## src/rtl/bcd_pkg.sv

```systemverilog
// rtl/bcd_pkg.sv - shared types and digit correction helper for the binary-to-BCD converter
package bcd_pkg;

    typedef enum logic [1:0] {IDLE, CONV, DONE} bcd_state_t;

    localparam int DIGIT_W = 4;

    function automatic logic [DIGIT_W-1:0] add3_adj(input logic [DIGIT_W-1:0] d);
        return (d >= 4'd5) ? d + 4'd3 : d;
    endfunction

endpackage

```

## src/rtl/bcd_digit_adj.sv

```systemverilog
// rtl/bcd_digit_adj.sv - combinational add-3 correction for one BCD digit
module bcd_digit_adj
    import bcd_pkg::*;
(
    input  logic [DIGIT_W-1:0] digit_i,
    output logic [DIGIT_W-1:0] digit_o
);

    assign digit_o = add3_adj(digit_i);

endmodule

```

## src/rtl/bin2bcd_stream.sv

```systemverilog
// rtl/bin2bcd_stream.sv - bit-serial shift-and-add-3 binary-to-BCD converter with valid/ready on both sides
module bin2bcd_stream
    import bcd_pkg::*;
#(
    parameter int BIN_W       = 16,
    parameter int DIGITS      = 5,
    parameter int SIGNED_MODE = 0
) (
    input  logic                      clk,
    input  logic                      rst,
    input  logic [BIN_W-1:0]          bin_in,
    input  logic                      in_valid,
    output logic                      in_ready,
    output logic [DIGIT_W*DIGITS-1:0] dec_out,
    output logic                      neg,
    output logic                      ovf,
    output logic                      out_valid,
    input  logic                      out_ready
);

    localparam int BCD_W = DIGIT_W * DIGITS;
    localparam int CNT_W = $clog2(BIN_W + 1);

    if (BIN_W < 4 || BIN_W > 32) begin : g_bad_bin_w
        $error("bin2bcd_stream: BIN_W=%0d outside 4..32", BIN_W);
    end
    if (DIGITS < 1 || DIGITS > 10) begin : g_bad_digits
        $error("bin2bcd_stream: DIGITS=%0d outside 1..10", DIGITS);
    end

    bcd_state_t        state_q;
    logic [BCD_W-1:0]  bcd_q;
    logic [BIN_W-1:0]  mag_q;
    logic [CNT_W-1:0]  cnt_q;
    logic              neg_acc_q;
    logic              ovf_acc_q;
    logic [BCD_W-1:0]  dec_q;
    logic              neg_q;
    logic              ovf_q;

    logic [BCD_W-1:0]  bcd_adj;
    logic [BCD_W-1:0]  bcd_d;
    logic [BIN_W-1:0]  mag_d;
    logic [BIN_W-1:0]  bin_neg;
    logic [BIN_W-1:0]  mag_in;
    logic              sign_in;

    for (genvar g = 0; g < DIGITS; g++) begin : g_adj
        bcd_digit_adj u_adj (
            .digit_i (bcd_q[DIGIT_W*g +: DIGIT_W]),
            .digit_o (bcd_adj[DIGIT_W*g +: DIGIT_W])
        );
    end

    // The magnitude is kept unsigned at BIN_W bits so the most negative value negates to itself and still converts.
    assign bin_neg = -bin_in;
    assign sign_in = (SIGNED_MODE != 0) && bin_in[BIN_W-1];
    assign mag_in  = sign_in ? bin_neg : bin_in;

    assign bcd_d = {bcd_adj[BCD_W-2:0], mag_q[BIN_W-1]};
    assign mag_d = {mag_q[BIN_W-2:0], 1'b0};

    always_ff @(posedge clk or negedge rst) begin
        if (!rst) begin
            state_q   <= IDLE;
            bcd_q     <= '0;
            mag_q     <= '0;
            cnt_q     <= '0;
            neg_acc_q <= 1'b0;
            ovf_acc_q <= 1'b0;
            dec_q     <= '0;
            neg_q     <= 1'b0;
            ovf_q     <= 1'b0;
        end else begin
            case (state_q)
                IDLE: begin
                    if (in_valid) begin
                        mag_q     <= mag_in;
                        neg_acc_q <= sign_in;
                        bcd_q     <= '0;
                        ovf_acc_q <= 1'b0;
                        cnt_q     <= CNT_W'(BIN_W);
                        state_q   <= CONV;
                    end
                end
                CONV: begin
                    if (cnt_q != '0) begin
                        bcd_q     <= bcd_d;
                        mag_q     <= mag_d;
                        cnt_q     <= cnt_q - CNT_W'(1);
                        ovf_acc_q <= ovf_acc_q | bcd_adj[BCD_W-1];
                    end else begin
                        dec_q   <= bcd_q;
                        neg_q   <= neg_acc_q;
                        ovf_q   <= ovf_acc_q;
                        state_q <= DONE;
                    end
                end
                DONE: begin
                    if (out_ready) begin
                        state_q <= IDLE;
                    end
                end
                default: state_q <= IDLE;
            endcase
        end
    end

    assign in_ready  = (state_q == IDLE);
    assign out_valid = (state_q == DONE);
    assign dec_out   = dec_q;
    assign neg       = neg_q;
    assign ovf       = ovf_q;

endmodule

```

## config.mk

```make
export PLATFORM = sky130hd
export DESIGN_NAME = bin2bcd_stream
export DESIGN_NICKNAME = d
export VERILOG_FILES = /design/src/rtl/bcd_pkg.sv /design/src/rtl/bcd_digit_adj.sv /design/src/rtl/bin2bcd_stream.sv
export SDC_FILE = /design/constraint.sdc
export NUM_CORES = 1
export LEC_CHECK = 0
export ABC_AREA = 1
export CAP_MARGIN = 30
export CORE_MARGIN = 4
export CORE_UTILIZATION = 25
export CTS_BUF_LIST = sky130_fd_sc_hd__clkbuf_8
export DETAILED_ROUTE_END_ITERATION = 16
export MAX_ROUTING_LAYER = met4
export SYNTH_ARGS = -nofsm -noshare
export SYNTH_HDL_FRONTEND = slang
export SYNTH_SLANG_ARGS = --single-unit
```

## constraint.sdc

```tcl
create_clock -name clk -period 1.8 [get_ports clk]
set_clock_uncertainty 0.15 [all_clocks]
set_input_delay 0.36 -clock clk [delete_from_list [all_inputs] [get_ports clk]]
set_output_delay 0.36 -clock clk [all_outputs]
set_load 0.02 [all_outputs]
```

==> flow_summary.json, run 1 <==
{
  "clk_latency_ns": 0.34,
  "vdd_drop_max_mv": 0.5933,
  "drc": 0,
  "postRouteAntennaNets": 0,
  "portBuffers": 42,
  "netlist_top_cells_area": "dfrtp_1 (53%), nand2_1 (13%), o21ai_1 (5.8%)",
  "combPwrFrac_pct": 48.1,
  "finalCritPeriodShare_pct": 96.11,
  "drive_gt1_share_pct": 7.786,
  "syn_area_per_cell_um2": 8.626,
  "period_minus_slack_ns": 1.730,
  "gp_congestion": 0.7567,
  "yosysTopAreaCellShare_pct": 52.67,
  "ys_seq_elements": 65,
  "boundaryPins": 44,
  "die_w_um": 119.1,
  "seqPwrFrac_pct": 35.0,
  "via_per_inst": 4.257,
  "reg2reg_slack_ns": 0.14,
  "yosysWarnings": 0,
  "grt_pass1_vias": 2622,
  "yosysMostFrequentCell": "nand2_1",
  "cts_buffers": 9,
  "placed_area_mm2": 0.003691,
  "coreArea_mm2": 0.01206,
  "grt_usage_pct": 10.16,
  "grt_max_degree": 66,
  "r2r_cells": 8,
  "holdPathEnd": "dec_out[3]",
  "nets": 437,
  "crit_type": "reg -> out",
  "wl_um": 6518,
  "switching_share_pct": 43.56,
  "hp-class": "reg -> reg",
  "min_from": "dec_out[3]",
  "ff_latch_area_mm2": 0.001627,
  "maxSlewViolCount": 0,
  "p_sw_mw": 3.171,
  "power.total_mw": 7.280,
  "cts_buffer_depth": 2,
  "max_freq_mhz": 578.1,
  "synthCells": 358,
  "area_delta_synth_final_pct": 25.61,
  "multi_input_area_mm2": 0.001197,
  "drtIter0Drc": 108,
  "cts_htree_levels": 3,
  "initial_utilization_pct": 25.60,
  "worstHoldPathCells": 2,
  "ys.flop_type": "dfrtp_1",
  "placement_rows": 40,
  "cp-start-kind": "flip-flop",
  "die_area_mm2": 0.01419,
  "drt_pass1_iterations": 4,
  "grt_pass1_wl_um": 11670,
  "cellPowerDensity_mw_per_mm2": 1877,
  "cp.arrival_ns": 1.22,
  "r2r_end": "dec_out[8]",
  "max_cap_violations": 0,
  "p_int_mw": 4.109,
  "r2r-start": "cnt_q[0]",
  "yosysSeqAreaShare_pct": 52.67,
  "die_y_um": 119.1,
  "fillers": 1285,
  "wire_per_inst_um": 11.26,
  "async_flop_share_pct": 100.0,
  "ys_types": 26,
  "antenna_found_initial": 0,
  "synth_common_cells": "nand2_1 (107), dfrtp_1 (65), inv_1 (38)",
  "fin_area_mm2": 0.003879,
  "gr-total-overflow": 0,
  "mappedNetlistArea_mm2": 0.003088,
  "vias": 2465,
  "cts_tree": "built",
  "synth.largest_area_cell": "dfrtp_1",
  "required_ns": 1.29,
  "clockPowerShare_pct": 16.8,
  "finalSetupViolCount": 0,
  "clock-sinks": 65,
  "status": "finished, final reports clean",
  "synth_fp_nets": 389,
  "dp.final_hpwl_um": 4583,
  "synth_enable_flop_cells": 0,
  "cellLeakagePower_nw": 1.901,
  "clkSlewWorstSetupHoldPaths_ns": 0.07,
  "n_antenna_cell": 0,
  "hold_viol": 0,
  "cp-end-kind": "primary output",
  "cp_max_fo": 4,
  "root_buffer": "clkbuf_8"
}
-- per-stage QoR --
stage | TNS [ns] | worst slack, ns | cells | utilization, % | hold WS, ns
final | 0 | 0.07007 | 579 | 32.16 | 0.3293
after floorplan | 0 | 0.1537 | 358 | - | -0.08559
after detailed placement | -0.01150 | -0.006161 | 562 | 30.60 | 0.2583
after global placement | 0 | 0.07509 | 562 | 30.60 | 0.2557
after global routing | -0.001737 | -0.001737 | 579 | 32.16 | 0.3513
after CTS | 0 | 0.02600 | 579 | 32.06 | 0.3367
-- worst max path at each step --
stage | from | to
2_1_floorplan | state_q[0] | mag_q[6]
5_1_grt | cnt_q[0] | dec_out[9]
4_1_cts | state_q[0] | in_ready
3_5_place_dp | in_valid | mag_q[8]
6_report | state_q[0] | in_ready
3_3_place_gp | in_valid | mag_q[7]
-- worst max-delay path: stages (launching register included) --
cell	delay, ns
dfrtp_1	0.41
nor2_1	0.15
clkdlybuf4s15_1	0.32
-- registers in the layout, summed over array words and instances (netlist names) --
name	count
ovf	1
dec_out	20
mag_q	16
ovf_acc_q	1
state_q	2
bcd_q	20
cnt_q	5
-- final cells by class --
cell class / count / area share, %
Sequential cell: 65 / 41.94
Clock inverter: 6 / 1.484
Inverter: 43 / 4.355
Tap cell: 168 / 5.419
Clock buffer: 10 / 3.548
Multi-Input combinational cell: 238 / 30.87
Timing Repair Buffer: 49 / 12.39
-- power by group through the flow --
stage	Clock, mW	Combinational, mW	Sequential [mW]
3_3_place_gp	0	3.56	2.56
2_1_floorplan	0	2.41	2.74
6_report	1.22	3.51	2.55
5_1_grt	1.32	4.05	2.65
3_5_place_dp	0	3.67	2.59
4_1_cts	1.26	3.53	2.56
-- cell usage in the layout, fill, tap and decap left out, drive strengths merged, types with 7 or more instances in the layout --
master | netlist | final
buf | 11 | 7
clkbuf | 1 | 10
clkdlybuf4s50 | 0 | 18
dfrtp | 65 | 65
dlygate4sd2 | 0 | 22
ha | 11 | 11
inv | 42 | 42
nand2 | 109 | 109
nand3 | 26 | 26
nor2 | 7 | 7
o211ai | 7 | 7
o21ai | 62 | 62
-- kinds of logic after synthesis --
logic type	after synthesis	synth area share, %
compound gates	76	13.09
xor+xnor	4	1.134
fa+ha+maj	11	4.457
buf+inv	55	8.792
flops	65	52.67
other cells	1	0.1214
simple gates	146	19.73
-- timing repair --
item / in CTS / in global routing
setup endpoints to repair: 23 / 23
gates resized for setup: 23 / 5
hold buffers: 1 / 0
setup buffers: 0 / 0
endpoints found under the hold margin: 65 / 0
-- per-layer routing --
layer | vias to the layer above | share of wire, % | global-route usage [%] | wire length, um
met4 | 0 | 0.81 | 2.896 | 53
met5 | - | 0 | - | 0
met2 | 64 | 44 | 15.82 | 2894
met1 | 1136 | 48 | 12.78 | 3150
met3 | 9 | 6.4 | 3.134 | 419
li1 | 1256 | - | - | -
(Power assumes the default switching activity.)
==> inputs of run 2 (changes only) <==
- CORE_UTILIZATION: 25 -> 55
- PLACE_DENSITY: default -> 0.8
==> run 2 against run 1 <==
Against the previous run: register-to-register slack got worse by 0.03 ns; via count rose by 1.1%; non-clock buffer count fell by 2; die area fell by 52%; first-iteration DRC count rose by 29%; worst setup slack got worse by 0.0045 ns; flip-flop and latch count did not move; utilization rose by 36 points; sequential share of layout area rose by 1.6 points; clock power barely moved; routed wire length fell by 9.2%; hold slack got worse by 0.0059 ns; critical path type unchanged; largest cell class unchanged.
==> flow_summary.json, run 2 (synthesized netlist as in run 1, its figures left out) <==
{
  "status": "finished, final reports clean",
  "finalCritPeriodShare_pct": 96.36,
  "rsz0062_at_grt": "no",
  "portBuffers": 42,
  "vdd_drop_max_mv": 0.9096,
  "finalSetupViolCount": 0,
  "critPathTopFamily": "flip-flops",
  "coreArea_mm2": 0.005473,
  "drt_pass1_iterations": 4,
  "min_from": "mag_q[0]",
  "area_delta_synth_final_pct": 20.91,
  "postRouteAntennaNets": 0,
  "critPathSlowestCell": "dfrtp_1",
  "finalNonFillerCells": 480,
  "crit_type": "reg -> out",
  "root_buffer": "clkbuf_8",
  "n_antenna_cell": 0,
  "drive_gt1_share_pct": 6.618,
  "initial_utilization_pct": 56.42,
  "final_common_cell": "nand2_1",
  "die_area_mm2": 0.006877,
  "tns_ns": 0,
  "drtIter0Drc": 139,
  "wire_per_inst_um": 12.33,
  "cellLeakagePower_nw": 1.919,
  "max_freq_mhz": 576.6,
  "clkSlewWorstSetupHoldPaths_ns": 0.07,
  "grt_pass1_wl_um": 10360,
  "cts_setup_buffers": 0,
  "maxSlewViolCount": 0,
  "cp-end-kind": "primary output",
  "power.total_mw": 7.207,
  "period_minus_slack_ns": 1.734,
  "gp_congestion": 0.8360,
  "max_stage_delay_ns": 0.41,
  "cts_tree": "built",
  "cts_buffer_depth": 2,
  "fillers": 481,
  "dp.final_hpwl_um": 4093,
  "grt_usage_pct": 18.66,
  "most-common-layout-cells": "nand2_1 (107), dfrtp_1 (65), inv_1 (39)",
  "holdWs_ns": 0.3234,
  "wl_um": 5919,
  "startpoint": "state_q[0]",
  "vias": 2491,
  "nets": 435,
  "r2r-start": "cnt_q[0]",
  "required_ns": 1.29,
  "cp_max_fo": 4,
  "drc": 0,
  "placement_rows": 27,
  "max_cap_violations": 0,
  "cp.arrival_ns": 1.22,
  "die_w_um": 82.93,
  "hold_viol": 0,
  "clock-sinks": 65,
  "gr-total-overflow": 0,
  "cts_htree_levels": 3,
  "cp-start-kind": "flip-flop",
  "grt_pass1_vias": 2321,
  "boundaryPins": 44,
  "hp-class": "reg -> reg",
  "path_cells": "nor2_1 -> clkdlybuf4s15_1",
  "clk_latency_ns": 0.33,
  "die_y_um": 82.93,
  "path_buf_inv": 1,
  "via_per_inst": 5.190,
  "cts_buffers": 9,
  "placedCellCount": 464,
  "grt_max_degree": 66,
  "antenna_found_initial": 0,
  "cellPowerDensity_mw_per_mm2": 1930
}
==> run 2: cell count changes in the layout (fill, tap and decap cells not counted), sizes merged <==
cell          delta
buf              -2
clkbuf           +2
clkinv           -2
clkinvlp         -1
dlygate4sd2      -4
dlymetal6s2s     +3
inv              +1
==> run 2: through the flow <==
step	setup WS [ns]	instance area (um2)	utilization, %
after CTS	0.0008283	3725	68.06
after detailed placement	0.02616	3543	64.75
after global routing	0.009053	3734	68.22
after floorplan	0.1537	3088	-
after global placement	0.06577	3543	64.75
final	0.06559	3734	68.22
==> run 2: layout make-up <==
class	instances	area [um2]	share of cell area, %
Inverter	43	171.4	4.591
Clock inverter	4	43.79	1.173
Timing Repair Buffer	47	460.4	12.33
Clock buffer	11	151.4	4.055
Tap cell	72	90.09	2.413
Sequential cell	65	1627	43.57
Multi-Input combinational cell	238	1190	31.87
==> run 2: path summary, 6_finish.rpt <==
| check | to | slack, ns | depth (start not counted) |
|---|---|---|---|
| max in group asynchronous | bcd_q[8] | 0.80 | 3 |
| setup / recovery | out_valid | 0.07 | 2 |
| hold reg to reg | mag_q[0] | 0.32 | 2 |
| setup reg to reg | mag_q[12] | 0.11 | 8 |
| hold / removal | mag_q[0] | 0.32 | 2 |
| min in group asynchronous | dec_out[5] | 0.40 | 3 |
==> run 2: routing by layer <==
layer / wire length, um / global-route usage (%) / vias up / share of wire (%)
met5: 0 / - / - / 0
met4: 68 / 5.349 / 0 / 1.1
met3: 343 / 4.663 / 8 / 5.8
met2: 2732 / 29.23 / 76 / 46
met1: 2773 / 24.22 / 1158 / 47
li1: - / - / 1249 / -
==> run 2: worst register-to-register path: cells and delay by family (launching register included) <==
family                   cells  cell delay, ns
buffers and inverters        2            0.27
AND/OR/NAND/NOR              4            0.50
adder cells (fa/ha/maj)      1            0.22
AO/OA/AOI/OAI                1            0.06
flip-flops                   1            0.38
==> run 2: where the power goes <==
part           internal, mW  switching (mW)
logic                  1.26            2.18
registers              2.15           0.402
clock network         0.698           0.514
total                  4.11            3.10
==> run 2: timing repair <==
item                       in CTS  in global routing
cloned                          0                  0
resized for setup              21                  9
setup endpoints to repair      20                 37
hold buffers                    1                  0
pin swaps                       0                  0
hold endpoints to repair       65                  0
==> inputs of run 3 (changes only) <==
- CORE_UTILIZATION: 55 -> 54
- CTS_BUF_LIST: sky130_fd_sc_hd__clkbuf_8 -> default
- PLACE_DENSITY: 0.8 -> 0.79
==> run 3 against run 2 <==
Against the previous run: total power down 1.1%; die area is 1.7% higher; hold slack better by 0.0061 ns; sequential power is essentially flat; via count is 0.56% lower; utilization shrank 0.38 points; maximum frequency is 5.2% higher; routed wire length is 3.1% higher; worst setup slack improved by 0.086 ns; critical endpoint is now dec_out[8]; first-iteration DRC count grew 14%.
==> flow_summary.json, run 3 (synthesized netlist as in run 1, its figures left out) <==
{
  "vias": 2477,
  "drc": 0,
  "gr-total-overflow": 0,
  "cellLeakagePower_nw": 2.042,
  "area_delta_synth_final_pct": 21.72,
  "cp-start-kind": "flip-flop",
  "grt_pass1_vias": 2452,
  "wl_um": 6104,
  "switching_share_pct": 43.67,
  "clockPowerShare_pct": 14.2,
  "fin_area_mm2": 0.003759,
  "root_buffer": "clkbuf_8",
  "antenna_found_initial": 0,
  "finalCritPeriodShare_pct": 91.60,
  "p_sw_mw": 3.114,
  "combPwrFrac_pct": 49.9,
  "p_int_mw": 4.017,
  "clkSlewWorstSetupHoldPaths_ns": 0.07,
  "dp.final_hpwl_um": 4185,
  "drive_gt1_share_pct": 7.073,
  "cts_buffer_depth": 2,
  "gp_congestion": 0.8247,
  "max_cap_violations": 0,
  "initial_utilization_pct": 55.74,
  "die_y_um": 83.62,
  "seqPwrFrac_pct": 35.9,
  "cp-end-kind": "flip-flop",
  "die_w_um": 83.62,
  "cts_tree": "built",
  "n_antenna_cell": 0,
  "cp.arrival_ns": 1.70,
  "wire_per_inst_um": 12.66,
  "cts_buffers": 9,
  "worst_slack_ns": 0.1512,
  "status": "finished, final reports clean",
  "finalSetupViolCount": 0,
  "finish.utilization_pct": 67.84,
  "postRouteAntennaNets": 0,
  "final_common_cell": "nand2_1",
  "cts_htree_levels": 3,
  "cp_max_fo": 43,
  "hp-class": "reg -> reg",
  "vdd_drop_max_mv": 1.054,
  "via_per_inst": 5.139,
  "portBuffers": 42,
  "placed_area_mm2": 0.003573,
  "rsz0062_at_grt": "yes",
  "cts_setup_buffers": 0,
  "grt_usage_pct": 19.26,
  "nets": 439,
  "tns_ns": 0,
  "hold_viol": 0,
  "grt_max_degree": 44,
  "placement_rows": 27,
  "coreArea_mm2": 0.005540,
  "drt_pass1_iterations": 4,
  "period_minus_slack_ns": 1.649,
  "post-place-ws_ns": 0.02279,
  "clock-sinks": 65,
  "required_ns": 1.85,
  "most-common-layout-cells": "nand2_1 (107), dfrtp_1 (65), inv_1 (38)",
  "drtIter0Drc": 159,
  "crit_type": "reg -> reg",
  "die_area_mm2": 0.006992,
  "grt_pass1_wl_um": 10760,
  "cellPowerDensity_mw_per_mm2": 1897,
  "boundaryPins": 44,
  "clk_latency_ns": 0.33,
  "max_freq_mhz": 606.5,
  "maxSlewViolCount": 0
}
run 3: power groups by stage:
stage	logic (mW)	clock network (mW)	registers, mW
global route	4.06	1.08	2.64
detailed placement	3.62	0	2.57
CTS	3.59	1.02	2.56
global placement	3.49	0	2.55
finish	3.56	1.01	2.56
floorplan	2.41	0	2.74
run 3: layout make-up:
class	instances	area, um2
Clock buffer	12	145.1
Multi-Input combinational cell	238	1190
Fill cell	464	1782
Inverter	43	171.4
Sequential cell	65	1627
Clock inverter	1	5.005
Timing Repair Buffer	51	530.5
Tap cell	72	90.09
run 3: worst max-delay path, cell delays in order, from the launching register on:
cell and delay (ns):
dfrtp_1 0.38, inv_1 0.09, ha_1 0.22, nand3_2 0.12, nor2_1 0.19, inv_4 0.17
nand2_1 0.11, o21ai_0 0.08
run 3: per-stage QoR:
stage                     hold WS [ns]  cells  total power, mW
after global routing            0.3531    482            7.782
final                           0.3295    482            7.130
after global placement          0.1625    468            6.046
after floorplan               -0.08559    358            5.149
after CTS                       0.3347    482            7.171
after detailed placement        0.1691    468            6.190
run 3: worst paths after layout:
path / from / end / slack, ns / cells after the start
min in group asynchronous: rst / dec_out[7] / 0.34 / 2
max in group asynchronous: rst / cnt_q[0] / 0.58 / 3
min: ovf_acc_q / ovf_acc_q / 0.33 / 2
max reg2reg: cnt_q[0] / dec_out[8] / 0.15 / 7
min reg2reg: ovf_acc_q / ovf_acc_q / 0.33 / 2
max: cnt_q[0] / dec_out[8] / 0.15 / 7
run 3: what timing repair did:
action,CTS,global route
hold buffers,1,0
pin swaps,0,0
endpoints found under the setup margin,8,41
hold endpoints to repair,15,0
gates resized for setup,8,23
run 3: per-layer routing:
metal  vias to the layer above  routed length (um)  global-route usage [%]
met2                        70                2799                   30.30
met5                         -                   0                       -
met4                         0                  84                   9.357
met1                      1146                2871                   23.80
met3                         9                 349                   3.949
li1                       1252                   -                       -
